--- src/rtl/cpu_types_pkg.sv ---
// Shared types for the cache-memory protocol and the memory arbiter.
package cpu_types_pkg;

    localparam int CPU_ID_W = 4;

    typedef logic [31:0] word_t;

    typedef enum logic [1:0] {
        FREE   = 2'd0,
        BUSY   = 2'd1,
        ACCESS = 2'd2,
        ERROR  = 2'd3
    } ramstate_t;

    typedef enum logic {
        IDLE  = 1'b0,
        SERVE = 1'b1
    } arb_state_t;

    typedef enum logic {
        KIND_I = 1'b0,
        KIND_D = 1'b1
    } arb_kind_t;

    typedef struct packed {
        arb_kind_t             kind;
        logic [CPU_ID_W-1:0]   cpu;
    } arb_owner_t;

    // Successor of a CPU index, wrapping at n.
    function automatic logic [CPU_ID_W-1:0] next_cpu(input logic [CPU_ID_W-1:0] cpu,
                                                     input int unsigned n);
        logic [CPU_ID_W-1:0] nxt;
        if (32'(cpu) + 32'd1 >= n) begin
            nxt = '0;
        end else begin
            nxt = cpu + CPU_ID_W'(1);
        end
        return nxt;
    endfunction

endpackage

--- src/rtl/mem_arbiter_rr_picker.sv ---
// Round-robin picker: first asserted request at or above rr, wrapping.
module rr_picker #(
    parameter int N     = 2,
    parameter int IDX_W = (N > 1) ? $clog2(N) : 1
) (
    input  logic [N-1:0]     req,
    input  logic [IDX_W-1:0] rr,
    output logic             valid,
    output logic [IDX_W-1:0] idx
);

    // Scan candidates starting at rr; the first hit wins.
    always_comb begin
        logic [IDX_W-1:0] cand_s;
        logic             hit_s;
        valid  = 1'b0;
        idx    = '0;
        cand_s = '0;
        hit_s  = 1'b0;
        for (int i = 0; i < N; i++) begin
            cand_s = IDX_W'((int'(rr) + i) % N);
            hit_s  = !valid && req[cand_s];
            idx    = hit_s ? cand_s : idx;
            valid  = valid | hit_s;
        end
    end

endmodule

--- src/rtl/mem_arbiter.sv ---
// Arbitrates per-CPU icache/dcache word requests onto one RAM port.
// Define MEM_ARBITER_BLOCK_LOCK_EN to keep dcache two-word blocks atomic.
module mem_arbiter
    import cpu_types_pkg::*;
#(
    parameter int CPUS = 2
) (
    input  logic                 CLK,
    input  logic                 RST,
    input  logic [CPUS-1:0]      iREN,
    input  word_t [CPUS-1:0]     iaddr,
    output logic [CPUS-1:0]      iwait,
    output word_t [CPUS-1:0]     iload,
    input  logic [CPUS-1:0]      dREN,
    input  logic [CPUS-1:0]      dWEN,
    input  word_t [CPUS-1:0]     daddr,
    input  word_t [CPUS-1:0]     dstore,
    output logic [CPUS-1:0]      dwait,
    output word_t [CPUS-1:0]     dload,
    output logic                 ramREN,
    output logic                 ramWEN,
    output word_t                ramaddr,
    output word_t                ramstore,
    input  word_t                ramload,
    input  ramstate_t            ramstate
);

    localparam int IDX_W = (CPUS > 1) ? $clog2(CPUS) : 1;

    arb_state_t        state_r;
    arb_owner_t        owner_r;
    logic [IDX_W-1:0]  rr_r;
`ifdef MEM_ARBITER_BLOCK_LOCK_EN
    logic              locked_r;
    logic              bit2_s;
`endif

    logic [CPUS-1:0]   d_req_s;
    logic              d_valid_s;
    logic              i_valid_s;
    logic [IDX_W-1:0]  d_idx_s;
    logic [IDX_W-1:0]  i_idx_s;
    logic [IDX_W-1:0]  own_s;
    logic              active_s;
    logic              done_s;

    assign d_req_s = dREN | dWEN;
    assign own_s   = owner_r.cpu[IDX_W-1:0];

    rr_picker #(.N(CPUS), .IDX_W(IDX_W)) u_d_pick (
        .req   (d_req_s),
        .rr    (rr_r),
        .valid (d_valid_s),
        .idx   (d_idx_s)
    );

    rr_picker #(.N(CPUS), .IDX_W(IDX_W)) u_i_pick (
        .req   (iREN),
        .rr    (rr_r),
        .valid (i_valid_s),
        .idx   (i_idx_s)
    );

    // RAM request and wait/load returns follow the owner's live inputs.
    always_comb begin
        ramREN   = 1'b0;
        ramWEN   = 1'b0;
        ramaddr  = '0;
        ramstore = '0;
        iwait    = '1;
        dwait    = '1;
        iload    = '0;
        dload    = '0;
        active_s = 1'b0;
        done_s   = 1'b0;
`ifdef MEM_ARBITER_BLOCK_LOCK_EN
        bit2_s   = 1'b0;
`endif
        if (state_r == SERVE) begin
            if (owner_r.kind == KIND_D) begin
                // A simultaneous dREN/dWEN is a write.
                active_s     = dREN[own_s] | dWEN[own_s];
                ramWEN       = dWEN[own_s];
                ramREN       = dREN[own_s] & ~dWEN[own_s];
                ramaddr      = active_s ? daddr[own_s] : '0;
                ramstore     = dWEN[own_s] ? dstore[own_s] : '0;
                done_s       = active_s && (ramstate == ACCESS);
                dwait[own_s] = ~done_s;
                dload[own_s] = (done_s && !dWEN[own_s]) ? ramload : '0;
`ifdef MEM_ARBITER_BLOCK_LOCK_EN
                bit2_s       = daddr[own_s][2];
`endif
            end else begin
                active_s     = iREN[own_s];
                ramREN       = iREN[own_s];
                ramaddr      = active_s ? iaddr[own_s] : '0;
                done_s       = active_s && (ramstate == ACCESS);
                iwait[own_s] = ~done_s;
                iload[own_s] = done_s ? ramload : '0;
            end
        end else begin
            active_s = 1'b0;
        end
    end

    // Arbitration FSM: grant in IDLE, track completion and block lock in SERVE.
    always_ff @(posedge CLK) begin
        if (RST) begin
            state_r  <= IDLE;
            owner_r  <= '{kind: KIND_D, cpu: '0};
            rr_r     <= '0;
`ifdef MEM_ARBITER_BLOCK_LOCK_EN
            locked_r <= 1'b0;
`endif
        end else begin
            case (state_r)
                IDLE: begin
                    if (d_valid_s) begin
                        owner_r <= '{kind: KIND_D, cpu: CPU_ID_W'(d_idx_s)};
                        state_r <= SERVE;
                    end else if (i_valid_s) begin
                        owner_r <= '{kind: KIND_I, cpu: CPU_ID_W'(i_idx_s)};
                        state_r <= SERVE;
                    end else begin
                        state_r <= IDLE;
                    end
                end
                SERVE: begin
                    if (!active_s) begin
                        state_r  <= IDLE;
`ifdef MEM_ARBITER_BLOCK_LOCK_EN
                        locked_r <= 1'b0;
`endif
                    end else if (done_s && owner_r.kind == KIND_D) begin
`ifdef MEM_ARBITER_BLOCK_LOCK_EN
                        // Word 0 keeps the port; any bit-2 word ends the block.
                        locked_r <= ~bit2_s;
                        if (bit2_s) begin
                            rr_r    <= IDX_W'(next_cpu(owner_r.cpu, CPUS));
                            state_r <= IDLE;
                        end else begin
                            state_r <= SERVE;
                        end
`else
                        rr_r    <= IDX_W'(next_cpu(owner_r.cpu, CPUS));
                        state_r <= IDLE;
`endif
                    end else if (done_s) begin
                        state_r <= IDLE;
                    end else begin
                        state_r  <= SERVE;
`ifdef MEM_ARBITER_BLOCK_LOCK_EN
                        locked_r <= locked_r;
`endif
                    end
                end
                default: begin
                    state_r <= IDLE;
                end
            endcase
        end
    end

endmodule

--- config.mk ---
export PLATFORM = sky130hd
export DESIGN_NAME = mem_arbiter
export DESIGN_NICKNAME = d
export VERILOG_FILES = /design/src/rtl/cpu_types_pkg.sv /design/src/rtl/mem_arbiter_rr_picker.sv /design/src/rtl/mem_arbiter.sv
export SDC_FILE = /design/constraint.sdc
export NUM_CORES = 1
export LEC_CHECK = 0
export CAP_MARGIN = 5
export CORE_AREA = 8 8 161 163
export CTS_BUF_LIST = sky130_fd_sc_hd__clkbuf_4
export DETAILED_ROUTE_END_ITERATION = 10
export DIE_AREA = 0 0 169 171
export GPL_ROUTABILITY_DRIVEN = 0
export PLACE_DENSITY = 0.52
export SLEW_MARGIN = 30
export SYNTH_ARGS = -nofsm -noshare
export SYNTH_HDL_FRONTEND = slang
export SYNTH_SLANG_ARGS = --single-unit
--- constraint.sdc ---
create_clock -name CLK -period 1.5 [get_ports CLK]
set_clock_uncertainty 0.2 [all_clocks]
set_input_delay 0.15 -clock CLK [delete_from_list [all_inputs] [get_ports CLK]]
set_output_delay 0.15 -clock CLK [all_outputs]
set_load 0.005 [all_outputs]
# After elaboration in Yosys (flattened, before gate mapping)
# Index checks and enable logic that the tools add are counted.
[word_totals]
ff_bits = 7
in_bits = 234
out_inout_bits = 198
word_cells = 102
[op_classes]
addsub = 3
magnitude_cmp = 5
n_eq_ne = 1
muxes = 62
n_bitwise = 14
reduce_logical = 13
[op_table]
columns = ["operator", "count"]
rows = [
  ["$mux 32", 16],
  ["$mux 64", 4],
  ["$and 64x64->64", 2],
  ["$mux 1", 33],
  ["$demux 32 s1", 1],
  ["$mux 5", 2],
  ["$mux 2", 4],
  ["$logic_and 1x1->1", 7],
  ["$lt 1x2->1 const B", 3],
  ["$or 2x2->2", 3],
  ["$add 4x1->5 const B", 1],
  ["$ge 5x2->1 const B", 1],
  ["$not 1->1", 4],
  ["$logic_not 1->1", 3],
  ["$or 1x1->1", 3],
  ["$reduce_and 3->1", 1],
  ["$add 1x1->1 const B", 2],
  ["$eq 2x2->1 const B", 1],
  ["$not 2->2", 1],
  ["$pmux 1 s2", 1],
  ["$reduce_and 2->1", 1],
  ["$reduce_bool 2->1", 1],
  ["$and 1x1->1", 1],
  ["$demux 1 s1", 1],
  ["$ge 1x1->1 const B", 1],
]

# Longest topological paths before layout
[depth]
word_depth = 10
mapped_depth = 6
ltp_nobuf = 3

# Hierarchy
# From an unflattened synthesis, not the netlist that was laid out.
[hier_totals]
cells_unflattened = 341
area_unflattened_um2 = 2829.0
[by_module_without_submodules]
columns = ["module", "instances", "cells_each", "area_per_inst_um2", "seq_area_each_um2"]
rows = [
  ["mem_arbiter", 1, 335, 2793.9, 80.1],
  ["rr_picker", 2, 3, 17.5, 0.0],
]

# Least setup slack after synthesis
# No wires, ideal clock.
[synth_path]
kind = "flip-flop to output port"
startpoint = "register owner_r (netlist bit own_s)"
endpoint = "output port ramaddr[10]"
arrival_time_ns = 1.242
t_required_ns = 1.150
setup_slack_ns = -0.092
stages_incl_launch_ff = 5
path_cell_list = "dfxtp_1 > buf_6 > buf_6 > mux4_2 > nor3b_2"
[synth_via]
elab_chain_len = 6
elab_cells_between_ends = 15
cone_classes = "mux: 14; bitwise: 1"
[synth_rtl]
columns = ["element", "line_no", "rtl"]
rows = [
  ["start: declaration", "mem_arbiter.sv:31", "arb_owner_t owner_r;"],
  ["start signal: assignment", "mem_arbiter.sv:110", "owner_r <= '{kind: KIND_D, cpu: '0};"],
  ["start signal: assignment", "mem_arbiter.sv:119", "owner_r <= '{kind: KIND_D, cpu: CPU_ID_W'(d_idx_s)};"],
  ["start signal: assignment", "mem_arbiter.sv:122", "owner_r <= '{kind: KIND_I, cpu: CPU_ID_W'(i_idx_s)};"],
  ["$mux 1 (not written as such) (2 in series)", "mem_arbiter.sv:82", "active_s = dREN[own_s] | dWEN[own_s];"],
  ["$or 1x1->1", "mem_arbiter.sv:82", ""],
  ["$mux 32", "mem_arbiter.sv:85", "ramaddr = active_s ? daddr[own_s] : '0;"],
  ["$mux 32 (*)", "mem_arbiter.sv:80", "if (owner_r.kind == KIND_D) begin"],
  ["$mux 32 (*)", "mem_arbiter.sv:79", "if (state_r == SERVE) begin"],
  ["end: declaration", "mem_arbiter.sv:22", "output word_t ramaddr,"],
]
# Mark *: on every way between the ends. The rest lies on a longest branch, timed or not. The select of a mux whose other input is x is not followed.

==> key figures <==
Finish
  – Area growth syn-to-layout: 215.3%
  – Final non-filler cell total: 1,191
  – Layout fillers: 2,327
  – Share of layout cells above drive strength 1: 0.6579
  – Layout Nets: ~1,100
  – Final core utilization: 0.4221

Clocking
  – Sink Count: 4
  – Worst-path clk slew: 0.04 ns
  – Clock H-tree levels: 1
  – Clk_lat worst skew: 0.24 ns
  – TritonCTS Buffers: 3
  – Clk buf depth: 2
  – TritonCTS clock tree: built
  – Clk root buf: clkbuf_4
  – Hold_buf cts: 0

Worst hold path
  – Worst hold path endpoint: rr_r$_SDFFE_PP0P_
  – Worst hold path class: flip-flop to flip-flop
  – Hold Startpoint: rr_r$_SDFFE_PP0P_
  – Hold Crit Depth: 1

Worst setup path
  – CP Depth: 9
  – Max stage delay on crit path: between 0.3 and 0.4 ns
  – Worst r2r path cells: 7
  – Crit Reg-Reg Endpoint: state_r$_SDFF_PP0_
  – Critical path buffer and inverter count: 7
  – Critical Path AT: 1.80 ns
  – Startpoint type of the worst setup path: flip-flop
  – Crit path top cell by count: buf_12
  – Slowest-stage cell, CP: dfxtp_4
  – Crit-path cells: buf_12 -> buf_8 -> buf_6 -> and4_4 -> buf_12 -> buf_12 -> buf_16 -> and2_4 -> buf_6
  – Worst-path fanout max: 8
  – Flop-to-flop setup slack: -0.19 ns
  – Cell family with most CP delay: buffers and inverters
  – Worst path required time: 1.15 ns
  – Reg2reg start: own_s$_SDFFE_PP0P_
  – CP endpoint kind: primary output
  – Kind of critical path: flip-flop to primary output

Synthesis
  – Number of flops mapped to enable cells by yosys: 0
  – Synth Area per Inst: 9.324 µm²
  – Area leader, netlist: and2_1
  – Syn Nets: approximately 570
  – Synth Register Bits: 4
  – Mapped cell area: 3114 µm²
  – Most common cell in the netlist: and2_1
  – Seq/Total Area, Yosys: 0.02571
  – YS warnings: 0
  – Synth cell count leaders: and2_1, nor2_1, mux2i_1, mux4_2, nor3b_2
  – Main flop type after synthesis: dfxtp_1
  – Top-area cell type share of the netlist area: 0.2571
  – Cells after synthesis: approximately 330
  – Yosys cell types: 40
  – Ys async rst share: 0
  – Top post-synthesis cells by area: and2_1, mux4_2, nor3b_2

Pwr
  – Total leakage power: 0.004259 µW
  – Pwr dens: 307.3 nW/µm²
  – Max IR drop VDD: around 0.23 mV

Global routing
  – Initial antenna violation count: 1
  – Vias in the first global route: between 5,000 and 6,000
  – Total grt overflow: 0
  – Tot GR Track Use: 0.1616
  – Largest net degree at the start of global routing: 18
  – First-pass GRT wire length: 35.22 mm

Status
  – Status: finished with violations
  – Failing checks: negative setup slack

Routing
  – DRC: 0
  – Via density: roughly 4.0
  – DR WL/cell: approximately 21 µm
  – Post-DRT Antenna Nets: 0
  – Vias: 4,768
  – Drt initial violations: 182
  – Routed Wire Length: 25.01 mm
  – Pre-antenna DRT Iters: 4

STA
  – Hold slack: roughly 0.28 ns
  – Max Slew Vio Count: 0
  – Max Clock Freq: 0.4646 GHz
  – Fin crit share: 1.435
  – Minimum clock period after layout: 2.152 ns
  – Worst-margin pin slew: 0.2951 ns
  – # setup viols final: 200
  – Max_slew headroom: 0.8033
  – Endpoints failing hold: 0
  – Final WS setup: -0.6522 ns
  – Setup repair after global routing missed its margin: yes

Flow run
  – Max-cap violations: 0

Placement
  – Number of instances in the placed design: 1,089
  – Port bufs: 431
  – HPWL after DPL: 17.99 mm
  – Pre-CTS setup slack: -0.9790 ns

Die
  – I/O pin count: approximately 430
  – Initial cell density of the core: 0.1339
  – Die H: 171 µm
  – Core region area: 23,260 µm²
  – Die area: 28,900 µm²
  – Site Rows: 56
  – Die X: between 150 and 200 µm
[power breakdown]
part,leakage (µW),total [µW],internal [µW],switching (µW)
Sequential,0.0000338,129,118,10.4
Combinational,0.00421,2720,1760,965
Clock,0.0000184,165,118,46.6
[layout make-up]
| cell class | count | area [µm²] | share of cell area |
|---|---|---|---|
| antenna | 1 | 2.502 | 0.0002549 |
| clock buffer | 4 | 30.03 | 0.003058 |
| inverter | 6 | 27.53 | 0.002804 |
| multi-input combinational | 289 | 3264 | 0.3325 |
| sequential | 4 | 88.84 | 0.009048 |
| tap | 319 | 399.1 | 0.04065 |
| timing repair buffer | 568 | 6006 | 0.6117 |
[worst reg2reg max path, stage by stage (launching register included)]
cell	delay (ns)
dfxtp_4	0.37
buf_8	0.13
mux2_4	0.31
o21ai_4	0.15
buf_6	0.15
buf_6	0.10
buf_6	0.09
o32ai_2	0.06
[worst max path at each step]
stage	from	to	slack (ns)
after global routing	own_s$_SDFFE_PP0P_	ramaddr[28]	-0.70
final	own_s$_SDFFE_PP0P_	dload[59]	-0.65
after global placement	ramstate[1]	dload[14]	-0.98
after detailed placement	ramstate[0]	dload[14]	-0.98
after floorplan	own_s$_SDFFE_PP0P_	ramaddr[12]	-0.07
after CTS	state_r$_SDFF_PP0_	dload[25]	-0.72
[timing repair]
item | in CTS | in global routing
buffers inserted | 82 | 23
cloned | 21 | 2
pin swaps | 64 | 28
setup endpoints to repair | 201 | 202
gates resized for setup | 966 | 184
[layer usage]
layer / GRT usage / vias to the layer above / share of wire
met1: 0.1849 / 2253 / 0.39
met3: 0.03826 / 18 / 0.071
met4: 0.03001 / 0 / 0.013
met5: 0 / - / 0
li1: - / 2261 / -
met2: 0.3025 / 236 / 0.53
[state kept, by name (all words and copies together) (netlist names)]
name	flops
rr_r	1
owner_r	1
own_s	1
state_r	1
[through the flow]
| stage | power [µW] | instance area, µm² | TNS, ns |
|---|---|---|---|
| 2_1_floorplan | 1090 | 3481 | -4.457 |
| 3_3_place_gp | 2348 | 8273 | -161.83 |
| 3_5_place_dp | 2343 | 8273 | -164.18 |
| 4_1_cts | 3085 | 9528 | -118.57 |
| 5_1_grt | 3209 | 9816 | -121.01 |
| 6_report | 3017 | 9818 | -108.33 |
[cells in the final DEF, fill, tap and decap left out, types with 2 or more instances in the layout]
master,instances
nor2_2,16
dlygate4sd2_1,5
clkbuf_4,4
clkbuf_16,2
nor3b_4,4
and2_4,107
buf_2,74
buf_6,167
buf_4,33
buf_16,8
mux2_4,2
and2_1,21
dfxtp_4,2
mux2i_1,21
clkdlybuf4s50_1,225
nor2_1,7
mux2i_2,2
nor3b_2,28
clkdlybuf4s15_1,2
inv_4,2
buf_8,15
mux2i_4,9
clkdlybuf4s15_2,4
buf_12,30
nor2_4,13
inv_1,3
mux4_2,32
[cells by family after synthesis]
logic type	count (synthesis)	share of synthesized area
AND/OR/NAND/NOR	211	0.4765
multiplexers	66	0.3439
buffers and inverters	41	0.1173
AO/OA/AOI/OAI	12	0.03657
flip-flops	4	0.02571
(Power assumes the default switching activity.)
